**src/rtl/pipelined_adder_if.sv**
```systemverilog
// Streaming operand/result bundle for pipelined_adder: operand beats flow in
// on in_valid/in_ready, results flow out on out_valid/out_ready.
interface pipelined_adder_if #(
  parameter int WIDTH = 16
);
  logic             in_valid;
  logic             in_ready;
  logic [WIDTH-1:0] a;
  logic [WIDTH-1:0] b;
  logic             cin;
  logic             op_sub;
  logic             out_valid;
  logic             out_ready;
  logic [WIDTH-1:0] sum;
  logic             cout;
  logic             ovf;

  modport master (
    output in_valid, a, b, cin, op_sub, out_ready,
    input  in_ready, out_valid, sum, cout, ovf
  );

  modport slave (
    input  in_valid, a, b, cin, op_sub, out_ready,
    output in_ready, out_valid, sum, cout, ovf
  );
endinterface

```
**src/rtl/pipelined_adder.sv**
```systemverilog
// Add/subtract unit whose carry chain is cut into STAGES register stages of
// CHUNK bits each, with a single global advance enable driving every stage.
module pipelined_adder #(
  parameter int WIDTH  = 16,
  parameter int STAGES = 4
) (
  input  logic             clk,
  input  logic             rst_n,
  pipelined_adder_if.slave bus
);
  localparam int CHUNK = WIDTH / STAGES;
  localparam int LAST  = STAGES - 1;

  logic             r_valid [STAGES];
  logic [WIDTH-1:0] r_a     [STAGES];
  logic [WIDTH-1:0] r_b     [STAGES];
  logic [WIDTH-1:0] r_sum   [STAGES];
  logic             r_carry [STAGES];
  logic             r_ovf;

  logic [WIDTH-1:0] w_aIn      [STAGES];
  logic [WIDTH-1:0] w_bIn      [STAGES];
  logic [WIDTH-1:0] w_sumIn    [STAGES];
  logic             w_cIn      [STAGES];
  logic [CHUNK:0]   w_chunkSum [STAGES];
  logic [WIDTH-1:0] w_sumNext  [STAGES];
  logic             w_adv;
  logic             w_ovfNext;

  assign w_adv = !r_valid[LAST] || bus.out_ready;

  // Stage 0 folds subtraction into an inverted b plus a forced carry-in;
  // later stages continue from the previous stage's registered carry.
  always_comb begin
    w_aIn[0]   = bus.a;
    w_bIn[0]   = bus.op_sub ? ~bus.b : bus.b;
    w_cIn[0]   = bus.op_sub | bus.cin;
    w_sumIn[0] = '0;
    for (int k = 1; k < STAGES; k++) begin
      w_aIn[k]   = r_a[k-1];
      w_bIn[k]   = r_b[k-1];
      w_cIn[k]   = r_carry[k-1];
      w_sumIn[k] = r_sum[k-1];
    end
    for (int k = 0; k < STAGES; k++) begin
      w_chunkSum[k] = {1'b0, w_aIn[k][k*CHUNK +: CHUNK]}
                    + {1'b0, w_bIn[k][k*CHUNK +: CHUNK]}
                    + {{CHUNK{1'b0}}, w_cIn[k]};
      w_sumNext[k] = w_sumIn[k];
      w_sumNext[k][k*CHUNK +: CHUNK] = w_chunkSum[k][CHUNK-1:0];
    end
  end

  assign w_ovfNext = (w_aIn[LAST][WIDTH-1] == w_bIn[LAST][WIDTH-1]) &&
                     (w_sumNext[LAST][WIDTH-1] != w_aIn[LAST][WIDTH-1]);

  always_ff @(posedge clk) begin
    if (!rst_n) begin
      for (int k = 0; k < STAGES; k++) begin
        r_valid[k] <= 1'b0;
        r_a[k]     <= '0;
        r_b[k]     <= '0;
        r_sum[k]   <= '0;
        r_carry[k] <= 1'b0;
      end
      r_ovf <= 1'b0;
    end else if (w_adv) begin
      r_valid[0] <= bus.in_valid;
      for (int k = 1; k < STAGES; k++) begin
        r_valid[k] <= r_valid[k-1];
      end
      for (int k = 0; k < STAGES; k++) begin
        r_a[k]     <= w_aIn[k];
        r_b[k]     <= w_bIn[k];
        r_sum[k]   <= w_sumNext[k];
        r_carry[k] <= w_chunkSum[k][CHUNK];
      end
      r_ovf <= w_ovfNext;
    end
  end

  assign bus.in_ready  = w_adv;
  assign bus.out_valid = r_valid[LAST];
  assign bus.sum       = r_sum[LAST];
  assign bus.cout      = r_carry[LAST];
  assign bus.ovf       = r_ovf;
endmodule
```
**src/flat_wrapper.sv**
```systemverilog
// flat-port wrapper written by rule: the top's interface ports become plain ports
module pipelined_adder_flat 
#(
  parameter int WIDTH  = 16,
  parameter int STAGES = 4
)
  (clk, rst_n, bus_in_valid, bus_a, bus_b, bus_cin, bus_op_sub, bus_out_ready, bus_in_ready, bus_out_valid, bus_sum, bus_cout, bus_ovf);
  pipelined_adder_if #(.WIDTH(WIDTH)) bus_i ();
  input  logic clk;
  input  logic rst_n;
  input wire logic [$bits(bus_i.in_valid)-1:0] bus_in_valid;
  input wire logic [$bits(bus_i.a)-1:0] bus_a;
  input wire logic [$bits(bus_i.b)-1:0] bus_b;
  input wire logic [$bits(bus_i.cin)-1:0] bus_cin;
  input wire logic [$bits(bus_i.op_sub)-1:0] bus_op_sub;
  input wire logic [$bits(bus_i.out_ready)-1:0] bus_out_ready;
  output wire logic [$bits(bus_i.in_ready)-1:0] bus_in_ready;
  output wire logic [$bits(bus_i.out_valid)-1:0] bus_out_valid;
  output wire logic [$bits(bus_i.sum)-1:0] bus_sum;
  output wire logic [$bits(bus_i.cout)-1:0] bus_cout;
  output wire logic [$bits(bus_i.ovf)-1:0] bus_ovf;
  assign bus_i.in_valid = bus_in_valid;
  assign bus_i.a = bus_a;
  assign bus_i.b = bus_b;
  assign bus_i.cin = bus_cin;
  assign bus_i.op_sub = bus_op_sub;
  assign bus_i.out_ready = bus_out_ready;
  assign bus_in_ready = bus_i.in_ready;
  assign bus_out_valid = bus_i.out_valid;
  assign bus_sum = bus_i.sum;
  assign bus_cout = bus_i.cout;
  assign bus_ovf = bus_i.ovf;
  pipelined_adder #(.WIDTH(WIDTH), .STAGES(STAGES)) u_core (.clk(clk), .rst_n(rst_n), .bus(bus_i));
endmodule
```
**config.mk**
```make
export PLATFORM = sky130hd
export DESIGN_NAME = pipelined_adder_flat
export DESIGN_NICKNAME = d
export VERILOG_FILES = /design/src/rtl/pipelined_adder_if.sv /design/src/rtl/pipelined_adder.sv /design/src/flat_wrapper.sv
export SDC_FILE = /design/constraint.sdc
export NUM_CORES = 1
export LEC_CHECK = 0
export CELL_PAD_IN_SITES_DETAIL_PLACEMENT = 2
export CELL_PAD_IN_SITES_GLOBAL_PLACEMENT = 2
export CORE_UTILIZATION = 39
export CTS_CLUSTER_DIAMETER = 60
export DETAILED_ROUTE_END_ITERATION = 8
export PLACE_DENSITY = 0.85
export SLEW_MARGIN = 10
export SYNTH_ARGS = -nofsm -noshare
export SYNTH_HDL_FRONTEND = slang
export SYNTH_SLANG_ARGS = --single-unit
```
**constraint.sdc**
```tcl
create_clock -name clk -period 4.8 [get_ports clk]
set_clock_uncertainty 0.1 [all_clocks]
set_input_delay 0.96 -clock clk [delete_from_list [all_inputs] [get_ports clk]]
set_output_delay 0.96 -clock clk [all_outputs]
set_load 0.01 [all_outputs]
```
==> results of run 1 <==
==> sequential cells by signal (all words and copies together) (netlist names) <==
| name | count |
|---|---|
| u_core.r_a | 24 |
| u_core.bus.ovf | 1 |
| u_core.r_sum | 40 |
| u_core.r_b | 24 |
| u_core.r_valid | 4 |
| u_core.r_carry | 4 |
==> worst max-delay path, delay by kind of cell <==
family	cells	cell delay (ns)
buf+inv	3	1.49
simple gates	1	0.09
==> power by group <==
part,internal [W],switching [W],total (W),leakage [nW]
clock network,0.000456,0.000326,0.000782,0.151
registers,0.000984,0.0000187,0.00100,1.13
logic,0.000103,0.000101,0.000204,0.986
total,0.00154,0.000446,0.00199,2.26
==> cell families (layout without fill, tap and decap cells) <==
group / count (synthesis) / count (layout) / synth area share, %
and+or+nand+nor: 119 / 119 / 17.65
adders and majority gates: 20 / 20 / 6.851
buffers and inverters: 45 / 99 / 6.298
AOI/OAI and AO/OA: 23 / 23 / 2.762
xor gates and xnor gates: 19 / 19 / 3.674
DFF: 97 / 97 / 62.76
==> per-layer routing <==
layer	share of wire (%)	global-route usage, %
met1	41	19.63
met3	3.4	2.727
met5	0	0
met2	54	31.49
met4	2.2	8.571
==> final timing paths <==
path                                      endpoint  cells after the start                   startpoint
setup / recovery                      bus_in_ready                      4                bus_out_ready
hold / removal           u_core.r_valid[1]$_DFF_P_                      2    u_core.r_valid[0]$_DFF_P_
setup reg to reg  u_core.r_sum[2][6]$_SDFFCE_PN0P_                      2  u_core.r_valid[3]$_DFFE_PP_
hold reg to reg          u_core.r_valid[1]$_DFF_P_                      2    u_core.r_valid[0]$_DFF_P_
==> cell usage in the layout (no fill, tap or decap) <==
cell type	instances
clkdlybuf4s50_1	56
xor2_1	3
o211ai_1	1
inv_6	2
and3_1	66
a21boi_0	1
nand4b_1	1
o21ai_0	9
nor2b_4	1
xnor2_1	16
dfxtp_1	7
ha_1	12
nand2_1	8
clkinvlp_4	1
bufinv_16	2
fa_1	8
nor3_1	5
nand2_4	1
nand3_1	1
nor4b_2	1
nor2_1	7
nand2_8	1
clkinv_4	1
a21oi_1	10
buf_2	1
clkbuf_16	9
edfxtp_1	90
nor2_2	6
nor2_4	14
inv_1	23
buf_4	2
nor2b_1	7
a21boi_1	2
clkinv_1	2
==> metrics by stage <==
step                      worst slack, ns  total power [W]
final                               1.187         0.001990
after global routing                1.089         0.002054
after CTS                           1.164         0.002004
after detailed placement            1.165         0.001228
after global placement              1.215         0.001202
after floorplan                     1.053         0.001142
==> cell type report <==
class | instances | area (um2) | area share [%]
Multi-Input combinational cell | 181 | 1409 | 25.99
Inverter | 24 | 95.09 | 1.754
Sequential cell | 97 | 2843 | 52.45
Timing Repair Buffer | 59 | 580.6 | 10.71
Tap cell | 140 | 175.2 | 3.232
Clock inverter | 7 | 92.59 | 1.708
Clock buffer | 9 | 225.2 | 4.155
==> reports/results.txt, run 1 <==
post-route ant nets = 0
synth cell count leaders = edfxtp_1 (90), and3_1 (66), inv_1 (23)
Core ar. = 11,080 um2
GP Congestion = 0.6970
IO Port Bufs = 57
diode count = 0
number of synthesized flops with an enable pin = 90
Post-CTS Hold Buffers = 0
most frequent CP cell = clkdlybuf4s50_1
top post-synthesis cells by area = edfxtp_1 (60%), and3_1 (9.1%), fa_1 (3.5%)
number of gates resized after CTS = 0
# DRC = 0
unrepaired setup endpoints after global routing = false
worst reg2reg setup slack = 2.69 ns
CP Capture Type = output pin
crit path max fanout = 74
maximum VDD drop = 184.8 uV
DP HPWL = 6018 um
Design Area, Final = 5420 um2
Die Area = 12,050 um2
vias = 2,621
Synthesized Nets = 381
delay of the slowest critical-path stage = 0.63 ns
Finished Layout Cells = 517
DIE WIDTH = 109.8 um
outcome = complete, no violations
fin util = 48.93%
critical path class = in -> out
Cells after Synth = 323
Root Buffer = clkbuf_16
fraction of final layout cells sized beyond drive strength 1 = 11.14%
Main synth FF type = edfxtp_1
Placed Instance Area = 5102 um2
min cycle time layout = 3.613 ns
GR Overflow Total = 0
CTS tree = built
vias in the first global route = 2,832
nets@finish = 430
setup repair bufs after CTS = 0
power per cell area = 367.1 nW/um2
Relative slew margins = 18.74%
final setup violation count = 0
vias per cell = 5.070
CP arrival = 2.55 ns
worst min path class = reg -> reg
H-tree levels = 3
io pins = 58
starting density of the core = 40.89%
Area Overhead vs Synth = 19.67%
All-Layer GR Usage = 17.30%
Synth area leader = edfxtp_1
Cells after DPL = 501
Clk pin slew, worst setup/hold paths = 0.07 ns
hold slack = 0.3752 ns
Final Cycle Share = 75.28%
maxcap violations = 0
largest net degree at the start of global routing = 91
final count of hold timing violations = 0
fill count = 1,065
top-count cell post-synth = edfxtp_1
fin. max-slew vios = 0
Cell Area, Synth = 4529 um2
first-pass GRT wire length = 14,980 um
ys async rst share = 0%
setup TNS = 0 ns
TritonRoute pass-1 iters = 4
Worst Max-Slew Pin Slew = 1.219 ns
WL final = 9406 um
Max Clock Freq = 276.8 MHz
Die Height = 109.8 um
Syn Area/Cell = 14.02 um2
num rows = 38
crit path cell chain = clkdlybuf4s50_1 -> nor2b_4 -> inv_6 -> clkdlybuf4s50_1
CP max stage cell = clkdlybuf4s50_1
initial antenna violation count = 0
Yosys cell types = 32
CTS Sinks = 97
Seq/Total Area, Yosys = 62.76%
clock buffer depth = 2
top cell type's share of synthesized area = 59.67%
critical path launch point type = input port
CTS buffer count = 9
yosys warns = 0
worst skew pair latency = 0.35 ns
WL/cell = 18.19 um
CP required = 3.74 ns
Leak Pwr = 2.264 nW
Iteration-0 DRC Markers = 158
post-synthesis register bit count = 97
Note: power is estimated with default switching activity, not from simulation.
==> run 2: changes to the inputs <==
Clock period 4.8 ns to 3.7 ns, I/O delays scaled along.
==> reports/results.txt, run 2 (synthesis gave the netlist of run 1 again) <==
maxcap violations = 0
met2 usage = 34.37%
Relative slew margins = 22.87%
top flop regs = u_core.r_sum x40, u_core.r_a x24, u_core.r_b x24
CP arrival = 2.00 ns
largest net degree at the start of global routing = 91
WL final = 10,020 um
worst min path class = reg -> reg
gr busiest metal = met2
FF+latch area = 2843 um2
fraction of final layout cells sized beyond drive strength 1 = 11.87%
setup TNS = 0 ns
H-tree levels = 3
vias per cell = 5.077
CTS Sinks = 97
unrepaired setup endpoints after global routing = false
FF-to-FF path depth = 5
final setup violation count = 0
Clk pin slew, worst setup/hold paths = 0.07 ns
Reg-to-Reg End = u_core.r_sum[1][7]$_SDFFCE_PN0P_
starting density of the core = 40.89%
final count of hold timing violations = 0
Final Cycle Share = 76.64%
post-route ant nets = 0
num rows = 38
IO Port Bufs = 57
CP required = 2.86 ns
first-pass GRT wire length = 15,890 um
CP Capture Type = output pin
CTS buffer count = 9
Area Overhead vs Synth = 20.03%
critical path launch point type = input port
CTS tree = built
initial antenna violation count = 0
fill count = 1,075
vias = 2,635
Root Buffer = clkbuf_16
outcome = complete, no violations
clock buffer depth = 2
# DRC = 0
GR Overflow Total = 0
commonest non-fill, non-tap cell in the layout = edfxtp_1
RR Startpoint = u_core.r_valid[3]$_DFFE_PP_
min cycle time layout = 2.836 ns
GP Congestion = 0.7053
GR Util met1 = 21.01%
critical path class = in -> out
Hold EP = u_core.r_valid[1]$_DFF_P_
Worst Max-Slew Pin Slew = 1.157 ns
Die Area = 12,050 um2
DIE WIDTH = 109.8 um
setup repair bufs after CTS = 0
Iteration-0 DRC Markers = 146
Finished Layout Cells = 519
Max Clock Freq = 352.6 MHz
worst reg2reg setup slack = 1.53 ns
All-Layer GR Usage = 18.25%
Largest register FFs = 40
maximum VDD drop = 199.8 uV
fin. max-slew vios = 0
TritonRoute pass-1 iters = 4
vias in the first global route = 2,939
most frequent cells in the layout = edfxtp_1 (90), and3_1 (66), clkdlybuf4s50_1 (56)
Hold Startpoint = u_core.r_valid[1]$_DFF_P_
crit path max fanout = 8
io pins = 58
diode count = 0
Leak Pwr = 2.274 nW
Biggest register = u_core.r_sum
multi-input combinational cell area = 1409 um2
Die Height = 109.8 um
worst skew pair latency = 0.34 ns
WL/cell = 19.31 um
Cells after DPL = 503
number of gates resized after CTS = 0
DP HPWL = 6200 um
Hold Crit Depth = 2
Core ar. = 11,080 um2
nets@finish = 432
power per cell area = 475.8 nW/um2
Post-CTS Hold Buffers = 0
met3 Usage GRT = 2.964%
[run 2: how the worst max path moves through the flow]
stage / start / endpoint / slack (ns) / cells after the start
after floorplan: rst_n / u_core.r_a[0][10]$_SDFFCE_PN0P_ / 0.17 / 3
after global routing: bus_out_ready / bus_in_ready / 0.80 / 4
after detailed placement: bus_op_sub / u_core.r_sum[0][2]$_SDFFCE_PN0P_ / 0.70 / 7
final: bus_out_ready / bus_in_ready / 0.86 / 4
after global placement: bus_op_sub / u_core.r_sum[0][1]$_SDFFCE_PN0P_ / 0.86 / 6
after CTS: bus_out_ready / bus_in_ready / 0.85 / 4
[run 2: area by class of cell]
class	instances	area share, %
sequential	97	52.29
multi-input combinational	181	25.91
timing repair buffer	61	10.96
clock buffer	10	4.212
tap	140	3.222
inverter	24	1.749
clock inverter	6	1.657
[run 2: per-stage QoR]
step	hold slack [ns]	utilization, %	total power, W	worst slack [ns]	area, um2
after floorplan	0.3265	-	0.001482	0.1727	4529
after global placement	0.3375	46.19	0.001560	0.8573	5117
after detailed placement	0.3548	46.19	0.001595	0.6954	5117
after CTS	0.3699	49.07	0.002622	0.8501	5436
after global routing	0.3943	49.07	0.002683	0.8037	5436
final	0.3619	49.07	0.002587	0.8643	5436
[run 2: power breakdown]
group,leakage (nW),internal (W),switching [W],total [W]
Clock,0.153,0.000597,0.000416,0.00101
Combinational,0.994,0.000134,0.000137,0.000271
Sequential,1.13,0.00128,0.0000254,0.00130
[run 2: layer usage]
metal	wire [um]	vias to the layer above
li1	-	1238
met1	4034	1332
met2	5606	54
met3	241	11
met4	138	0
met5	0	-
[run 2: critical path, stage by stage]
cell and delay, ns:
clkdlybuf4s50_1 0.44, nor2b_4 0.30, inv_6 0.03, clkdlybuf4s50_1 0.47
==> RTL change (flow settings as in run 1) <==
`STAGES` is set to 4 in 2 places; all go to 8.
--- a/src/rtl/pipelined_adder.sv
+++ b/src/rtl/pipelined_adder.sv
@@ -2,7 +2,7 @@
 // CHUNK bits each, with a single global advance enable driving every stage.
 module pipelined_adder #(
   parameter int WIDTH  = 16,
-  parameter int STAGES = 4
+  parameter int STAGES = 8
 ) (
   input  logic             clk,
   input  logic             rst_n,
--- a/src/flat_wrapper.sv
+++ b/src/flat_wrapper.sv
@@ -2,7 +2,7 @@
 module pipelined_adder_flat 
 #(
   parameter int WIDTH  = 16,
-  parameter int STAGES = 4
+  parameter int STAGES = 8
 )
   (clk, rst_n, bus_in_valid, bus_a, bus_b, bus_cin, bus_op_sub, bus_out_ready, bus_in_ready, bus_out_valid, bus_sum, bus_cout, bus_ovf);
   pipelined_adder_if #(.WIDTH(WIDTH)) bus_i ();
Behaviour: not the same (Yosys sat finds a counterexample within 10 cycles, from zero or initial values and one cycle with rst_n low).
==> RTL change against run 1 <==
- worst hold slack better by 0.051 ns
- cell area increased by 75%
- sequential cell count is 104 higher
- count of clock-buffer cells in the layout grew 24
- area after synthesis is 80% higher
- wire length up 66%
- critical path depth fell by 1
- non-clock buffer count grew 4
- setup slack gained 0.12 ns
- power grew 85%
- cell count rose by 65%
- global-route usage shrank 2.1 points
==> RTL change: results (changes against run 1) <==
status: "completed"
avgViaCountPerCell: 4.81  # -5.1%
slew_headroom: 0.259  # +0.0714
final_nets: 622  # +45%
grt_pass1_wl_um: 25000  # +67%
ys_types: 23  # -28%
vias: 4098  # +56%
drt_first_pass_iters: 4  # unchanged
critPathArrivalTime_ns: 2.43  # -0.12 ns
dp_cells: 813  # +62%
largest_register_ffs: 72  # +80%
cts_inserted_buffers: 22  # +13
drtIter0Drc: 236  # +49%
synth_nets: 589  # +55%
gp_congestion: 0.686  # -1.6%
nFillCells: 1897  # +78%
h-tree-depth: 1  # -2
drive_gt1_frac: 0.0636  # -0.0478
grt_pass1_vias: 4530  # +60%
slowest_delay_ns: 0.62
ys_seq_area_frac: 0.736  # +0.109
clockRootBuffer: "clkbuf_16"
synth_edf_count: 198  # +120%
cts_buffer_depth: 3  # +1
yosys-top-cells-count: "198 x edfxtp_1, 133 x and3_1, 36 x inv_1"
peakVddDrop_uv: 204  # +11%
syn_inst: 534  # +65%
ys_top_cells_by_area: "edfxtp_1 73%, and3_1 10%, fa_1 3.9%"
antenna_cells: 0  # unchanged
grt_max_degree: 127  # +40%
synth_warnings: 0  # unchanged
wire_per_inst_um: 18.3  # +0.47%
power.switching_uw: 717  # +61%
cp_max_fo: 31  # -58%
clock_latency_ns: 0.49  # +0.14 ns
power_leakage_nw: 4.12  # +82%
port_buffers: 57  # unchanged
dp_hpwl_um: 9580  # +59%
reg_top3: "u_core.r_sum: 72 flops, u_core.r_a: 56 flops, u_core.r_b: 56 flops"
track_usage: 0.153  # -0.0205
RTL change: kinds of logic after synthesis:
group | Yosys count | share of synthesized area
flops | 201 | 0.736
simple gates | 206 | 0.150
buf+inv | 90 | 0.0519
xor+xnor | 17 | 0.0183
mux | 1 | 0.00123
compound gates | 2 | 0.00184
fa+ha+maj | 17 | 0.0408
RTL change: final cells by class:
cell class / count / area (um2) / area share
Clock buffer: 33 / 643 / 0.0677
Clock inverter: 6 / 28.8 / 0.00303
Tap cell: 270 / 338 / 0.0356
Multi-Input combinational cell: 243 / 1730 / 0.182
Inverter: 36 / 135 / 0.0142
Sequential cell: 201 / 6010 / 0.632
Timing Repair Buffer: 63 / 613 / 0.0646
RTL change: critical path: cells and delay by family:
kind / cells / cell delay (ns)
buf+inv: 2 / 1.12
simple gates: 1 / 0.35
RTL change: layer usage:
layer | wire length [um] | vias up | GRT usage
met3 | 632 | 28 | 0.0284
met1 | 5830 | 2024 | 0.168
li1 | - | 1944 | -
met2 | 8760 | 102 | 0.292
met5 | 0 | - | 0
met4 | 354 | 0 | 0.0510
RTL change: power groups by stage:
stage               combinational, mW  sequential (mW)  clock [mW]
floorplan                      0.0806             2.02           0
global route                    0.149             1.99        1.67
finish                          0.132             1.99        1.56
CTS                             0.138             1.99        1.61
detailed placement              0.136             2.03           0
global placement                0.122             2.02           0
RTL change: per-stage QoR:
step                      TNS [ns]  area, um2  worst slack [ns]  total power, mW
final                            0       9500              1.31             3.68
after global placement           0       8820              1.16             2.14
after detailed placement         0       8820              1.05             2.16
after global routing             0       9500              1.25             3.81
after CTS                        0       9500              1.29             3.73
after floorplan            -559.89       8170             -2.83             2.10
RTL change: final timing paths:
check / endpoint / slack (ns) / start / cells after the start
hold / removal: u_core.r_sum[1][55]$_SDFFCE_PN0P_ / 0.43 / u_core.r_sum[1][39]$_SDFFCE_PN0P_ / 1
setup reg to reg: u_core.r_b[1][13]$_SDFFCE_PN0P_ / 2.01 / u_core.r_valid[1][3]$_SDFFCE_PN0P_ / 2
setup / recovery: bus_in_ready / 1.31 / bus_out_ready / 3
hold reg to reg: u_core.r_sum[1][55]$_SDFFCE_PN0P_ / 0.43 / u_core.r_sum[1][39]$_SDFFCE_PN0P_ / 1
